==> config.mk <==
export PLATFORM = sky130hd
export DESIGN_NAME = lives_counter
export DESIGN_NICKNAME = d
export VERILOG_FILES = /design/src/rtl/lives_counter.sv
export SDC_FILE = /design/constraint.sdc
export NUM_CORES = 1
export LEC_CHECK = 0
export BUFFER_PORTS_ARGS = -buffer_cell sky130_fd_sc_hd__buf_2
export CAP_MARGIN = 5
export CORE_MARGIN = 2
export CORE_UTILIZATION = 50
export CTS_CLUSTER_DIAMETER = 80
export DETAILED_ROUTE_END_ITERATION = 8
export MAX_ROUTING_LAYER = met4
export PLACE_DENSITY = 0.85
export SYNTH_ARGS = -nofsm -noshare
export SYNTH_HDL_FRONTEND = slang
export SYNTH_SLANG_ARGS = --single-unit
==> constraint.sdc <==
create_clock -name clock -period 3.9 [get_ports clock]
set_clock_uncertainty 0.1 [all_clocks]
set_input_delay 0.78 -clock clock [delete_from_list [all_inputs] [get_ports clock]]
set_output_delay 0.78 -clock clock [all_outputs]
set_load 0.1 [all_outputs]
==> src/rtl/lives_counter.sv <==
// Saturating up/down lives counter with clear, load and a
// post-decrement cooldown window that blocks further decrements.
module lives_counter #(
  parameter int WIDTH    = 4,
  parameter int INIT     = 3,
  parameter int MAX      = 9,
  parameter int COOLDOWN = 8
) (
  input  logic             clock,
  input  logic             clr_n,
  input  logic             clr,
  input  logic             ld,
  input  logic             ent,
  input  logic             enp,
  input  logic             inc,
  input  logic             dec,
  input  logic [WIDTH-1:0] D,
  output logic [WIDTH-1:0] Q,
  output logic             zero,
  output logic             rco,
  output logic             busy
);

  localparam int TW =
    (COOLDOWN > 0) ? $clog2(COOLDOWN + 1) : 1;

  localparam logic [WIDTH-1:0] MAXV  = WIDTH'(MAX);
  localparam logic [WIDTH-1:0] INITV = WIDTH'(INIT);
  localparam logic [WIDTH-1:0] ONE   = WIDTH'(1);
  localparam logic [TW-1:0]    CDV   = TW'(COOLDOWN);
  localparam logic [TW-1:0]    T1    = TW'(1);
  localparam logic             CDON  = (COOLDOWN != 0);

  logic [TW-1:0] timer;
  logic          count;
  logic          up;
  logic          dn;
  logic          free;

  // The window closes on the edge where the timer expires,
  // so a decrement on that same edge is already accepted.
  always_comb begin
    count = ent & enp;
    free  = (timer <= T1);
    up    = count & inc & ~dec & (Q < MAXV);
    dn    = count & dec & ~inc & free & (Q != '0);
  end

  assign zero = (Q == '0);

  always_ff @(posedge clock or negedge clr_n) begin
    if (!clr_n) begin
      Q     <= INITV;
      timer <= '0;
      busy  <= 1'b0;
      rco   <= 1'b0;
    end else if (clr) begin
      Q     <= '0;
      timer <= '0;
      busy  <= 1'b0;
      rco   <= 1'b0;
    end else if (ld) begin
      Q     <= (D > MAXV) ? MAXV : D;
      timer <= '0;
      busy  <= 1'b0;
      rco   <= 1'b0;
    end else begin
      rco <= dn & ent & (Q == ONE);
      if (dn) begin
        Q     <= Q - ONE;
        timer <= CDV;
        busy  <= CDON;
      end else begin
        if (up)
          Q <= Q + ONE;
        if (timer != '0)
          timer <= timer - T1;
        busy <= (timer > T1);
      end
    end
  end

endmodule
======== Word-level counts from Yosys, hierarchy flattened ========
Cells that the tools add are included.
storage, ports and cells
  bits in read-only memories .............. 0
  input bits .............................. 12
  bits in latches ......................... 0
  output and inout port bits .............. 7
  flip-flop bits (word level) ............. 10
  memories kept ........................... 0
  RAM bits ................................ 0
  logic and storage cells ................. 43
cells by class
  divide/modulo/power cells ............... 0
  multiplexer cells ....................... 14
  eq/ne operators ......................... 1
  $lt $le $gt $ge ......................... 4
  reduce and logical (&&, ||, !) cells .... 5
  bitwise gates (word level) .............. 12
  add/sub/neg operators ................... 3
  $mul .................................... 0
  shifts and indexed selects .............. 0
operator list
  operator             count
  $mux 4               9
  $reduce_bool 4->1    4
  $and 1x1->1          10
  $sub 4x1->4 const B  2
  $mux 1               5
  $add 4x1->4 const B  1
  $eq 4x1->1 const B   1
  $gt 4x1->1 const B   1
  $gt 4x4->1 const B   1
  $le 4x1->1 const B   1
  $logic_not 4->1      1
  $lt 4x4->1 const B   1
  $not 1->1            2

======== Depth between registers and ports, before layout ========
  word-level depth ........................ 9
  depth in mapped cells ................... 7

======== Least setup slack after synthesis ========
No wires, ideal clock.
  path kind ............................... register -> register
  from .................................... register Q[2]
  to ...................................... register Q[0]
  data required time ...................... 3.718 ns
  arrival ................................. 3.245 ns
  buffers on the path ..................... 0
  cell stages (with the launch flop) ...... 5
  clock period less this slack ............ 3.427 ns
  setup time .............................. 0.082 ns
  slack ................................... 0.473 ns
  cell sequence ........................... dfrtp_1 nor3b_2 nor4b_4 nor3_2 mux2_2
between the ends
  word-level cells in the longest chain between the ends .. 5
  elaborated cells on any way between the ends .. 8
RTL lines
  element                                                             RTL line  text
  start: declaration                                                  18        output logic [WIDTH-1:0] Q,
  start signal: assignment                                            63        Q <= (D > MAXV) ? MAXV : D;
  start signal: assignment                                            70        Q <= Q - ONE;
  start signal: assignment                                            75        Q <= Q + ONE;
  parallel branches: the longest is 5 deep, another holds $lt 4x4->1  --
Parallel ways; which one is timed is not known.
A chain may end at the register's enable or synchronous reset.

======== Worst setup path in the final report ========
  from .................................... register Q[1]
  to ...................................... output port zero
between the ends
  word-level cells in the longest chain between the ends .. 1
RTL lines
  element           RTL line  text
  $logic_not 4->1   49        assign zero = (Q == '0);
  end: declaration  19        output logic zero,
Every way passes these cells.

==> results.py <==
metrics = {
    "drt": {
        "dr.pass1.iters": 4,
        "wire_per_inst_um": 13.02,
        "viasPerCell": 5.582,
        "drt_wl_total_um": 1432,
        "final_antenna_net_count": 0,
        "drc": 0,
        "drtIter0Drc": 11,
        "vias": 614,
    },
    "cells_and_area": {
        "antenna_cells": 0,
        "fin_nets": 114,
        "instances_no_fill": 110,
        "fin_util_pct": 63.85,
        "final_cell_mix": "18 x buf_2, 10 x nor2_1, 8 x dfrtp_1",
        "layout-drive-gt1-share_pct": 29.47,
        "final_common_cell": "buf_2",
        "area_delta_synth_final_pct": 18.78,
    },
    "synthesis": {
        "ys_async_sr_fraction_pct": 100.0,
        "syn_area_um2": 699.4,
        "avgSynthCellArea_um2": 9.452,
        "ys_ff_latch": 10,
        "yosys_warnings": 0,
        "synth_cells": 74,
        "synth_nets": 92,
        "synth.distinct_cells": 34,
        "synthFlopType": "dfrtp_1",
        "synth-edff-count": 0,
        "synth_seq_area_share_pct": 36.14,
    },
    "critical_path": {
        "r2r-start": "Q[0]$_DFFE_PN1P_",
        "rr_endpoint": "Q[3]$_DFFE_PN0P_",
        "cp-endpoint": "zero",
        "cp-end-kind": "output port",
        "r2r_cells": 7,
        "critical_path_required_ns": 3.02,
        "r2r_slack_ns": 1.42,
        "startpoint": "Q[1]$_DFFE_PN1P_",
        "start_kind": "register",
        "cp.arrival_ns": 1.70,
        "cp_max_fo": 5,
        "worstSetupPathType": "register to output port",
    },
    "global_routing": {
        "overflow": 0,
        "grt_pass1_vias": 583,
        "grt_max_degree": 11,
        "grt_pass1_wl_um": 2428,
        "use_met3_pct": 6.522,
        "grt_util_met2_pct": 30.31,
        "gr-usage-met1_pct": 22.16,
        "grtUsageTotal_pct": 18.57,
        "top_usage_layer": "met2",
        "grt_antenna_before_repair": 0,
    },
    "timing": {
        "tns_ns": 0,
        "fmax_mhz": 387.2,
        "post-route-period-util_pct": 66.23,
        "finalHoldViolations": 0,
        "maxSlewHeadroom_pct": 62.70,
        "finalCriticalPeriod_ns": 2.583,
        "rsz0062_at_grt": "false",
        "timing.final.max_slew_violations": 0,
        "finalSetupViolCount": 0,
        "tightest_slew_ns": 0.5571,
    },
    "clock_network": {
        "htree_levels": 1,
        "cts_resized": 0,
        "clock_latency_ns": 0.26,
        "cts_max_path_buffers": 2,
        "cts_sinks": 10,
        "clkTransAtPathRegs_ns": 0.07,
        "post_cts_buffers": 0,
        "holdBufCountCts": 0,
        "cts_tree": "yes",
        "cts_buffers": 3,
        "clk_root_buffer_cell": "clkbuf_4",
    },
    "die": {
        "start_util_pct": 53.75,
        "row_count": 13,
        "dieArea_mm2": 0.001714,
        "die_width_um": 41.40,
        "core_mm2": 0.001301,
        "die_h_um": 41.40,
        "pin_count": 19,
    },
    "placement": {
        "numPortBuffers": 18,
        "place_congestion": 0.8866,
        "dp_hpwl_um": 1184,
        "dp.cells": 106,
    },
    "power_and_ir_drop": {
        "max-vdd-ir-drop_v": 0.0002173,
        "power_density_mw_per_mm2": 381.9,
        "leakage_nw": 0.4004,
    },
    "status": {
        "outcome": "finished, final reports clean",
    },
    "worst_hold_path": {
        "min_path_type": "primary input to async pin",
    },
    "job": {
        "maxCapViolCount": 0,
    },
}
area by class of cell:
| cell class | count | area (µm²) |
|---|---|---|
| fill | 118 | 470.5 |
| multi-input combinational | 56 | 416.7 |
| sequential | 10 | 252.7 |
| timing repair buffer | 18 | 90.09 |
| clock buffer | 4 | 26.28 |
| inverter | 7 | 26.28 |
| tap | 15 | 18.77 |
routing by layer:
layer	vias up	wire [µm]	part of all wire, %
met4	0	5	0.35
met1	282	644	45
li1	310	-	-
met5	-	0	0
met3	2	82	5.7
met2	20	698	49
through the flow:
step	setup slack [ns]	area (µm²)	hold slack [ns]	power, mW
after floorplan	0.4730	699.4	0.3844	0.2201
after global placement	1.400	804.5	0.4067	0.2446
after detailed placement	1.335	804.5	0.4085	0.2465
after CTS	1.297	830.8	0.2578	0.3200
after global routing	1.208	830.8	0.2672	0.3351
final	1.317	830.8	0.2594	0.3172
cell usage after synthesis, types with 2 or more instances:
cell type / instances / area share (%)
nor2_1: 10 / 5.4
dfrtp_1: 8 / 29
inv_1: 7 / 3.8
ha_1: 6 / 11
a21oi_1: 4 / 2.9
nor3_1: 4 / 2.9
a221oi_1: 2 / 2.5
dfstp_2: 2 / 7.5
nand2_1: 2 / 1.1
nand2b_1: 2 / 1.8
nand4b_1: 2 / 2.5
o21ai_0: 2 / 1.4
xor2_1: 2 / 2.5
critical path, cell delays in order (launching register included):
cell and delay, ns:
dfstp_2 0.39, inv_1 0.12, ha_1 0.15, nor3b_2 0.29, buf_2 0.50
report_power, final:
| part | leakage, nW | switching [mW] | internal, mW |
|---|---|---|---|
| clock | 0.0150 | 0.0331 | 0.0394 |
| sequential | 0.130 | 0.00922 | 0.112 |
| combinational | 0.255 | 0.0889 | 0.0342 |
| total | 0.400 | 0.131 | 0.186 |
state kept, by name, indices dropped and copies added (netlist names):
| name | flops |
|---|---|
| rco | 1 |
| Q | 4 |
| busy | 1 |
| timer | 4 |
cell families (layout without fill, tap and decap cells):
group,Yosys count,in the layout,share of synthesized area (%)
and+or+nand+nor,30,30,27.20
AOI/OAI and AO/OA,15,15,14.85
DFF,10,10,36.14
buffers and inverters,8,29,4.294
adders and majority gates,6,6,10.73
xor gates and xnor gates,3,3,3.757
muxes,2,2,3.041
how the worst min path moves through the flow:
| stage | to | slack, ns |
|---|---|---|
| 3_3_place_gp | Q[1]$_DFFE_PN1P_ | 0.41 |
| 5_1_grt | timer[2]$_DFFE_PN0P_ | 0.27 |
| 2_1_floorplan | Q[2]$_DFFE_PN0P_ | 0.38 |
| 3_5_place_dp | Q[1]$_DFFE_PN1P_ | 0.41 |
| 4_1_cts | timer[2]$_DFFE_PN0P_ | 0.26 |
| 6_report | busy$_DFF_PN0_ | 0.26 |
No activity file was read; power rests on OpenSTA's default activity.
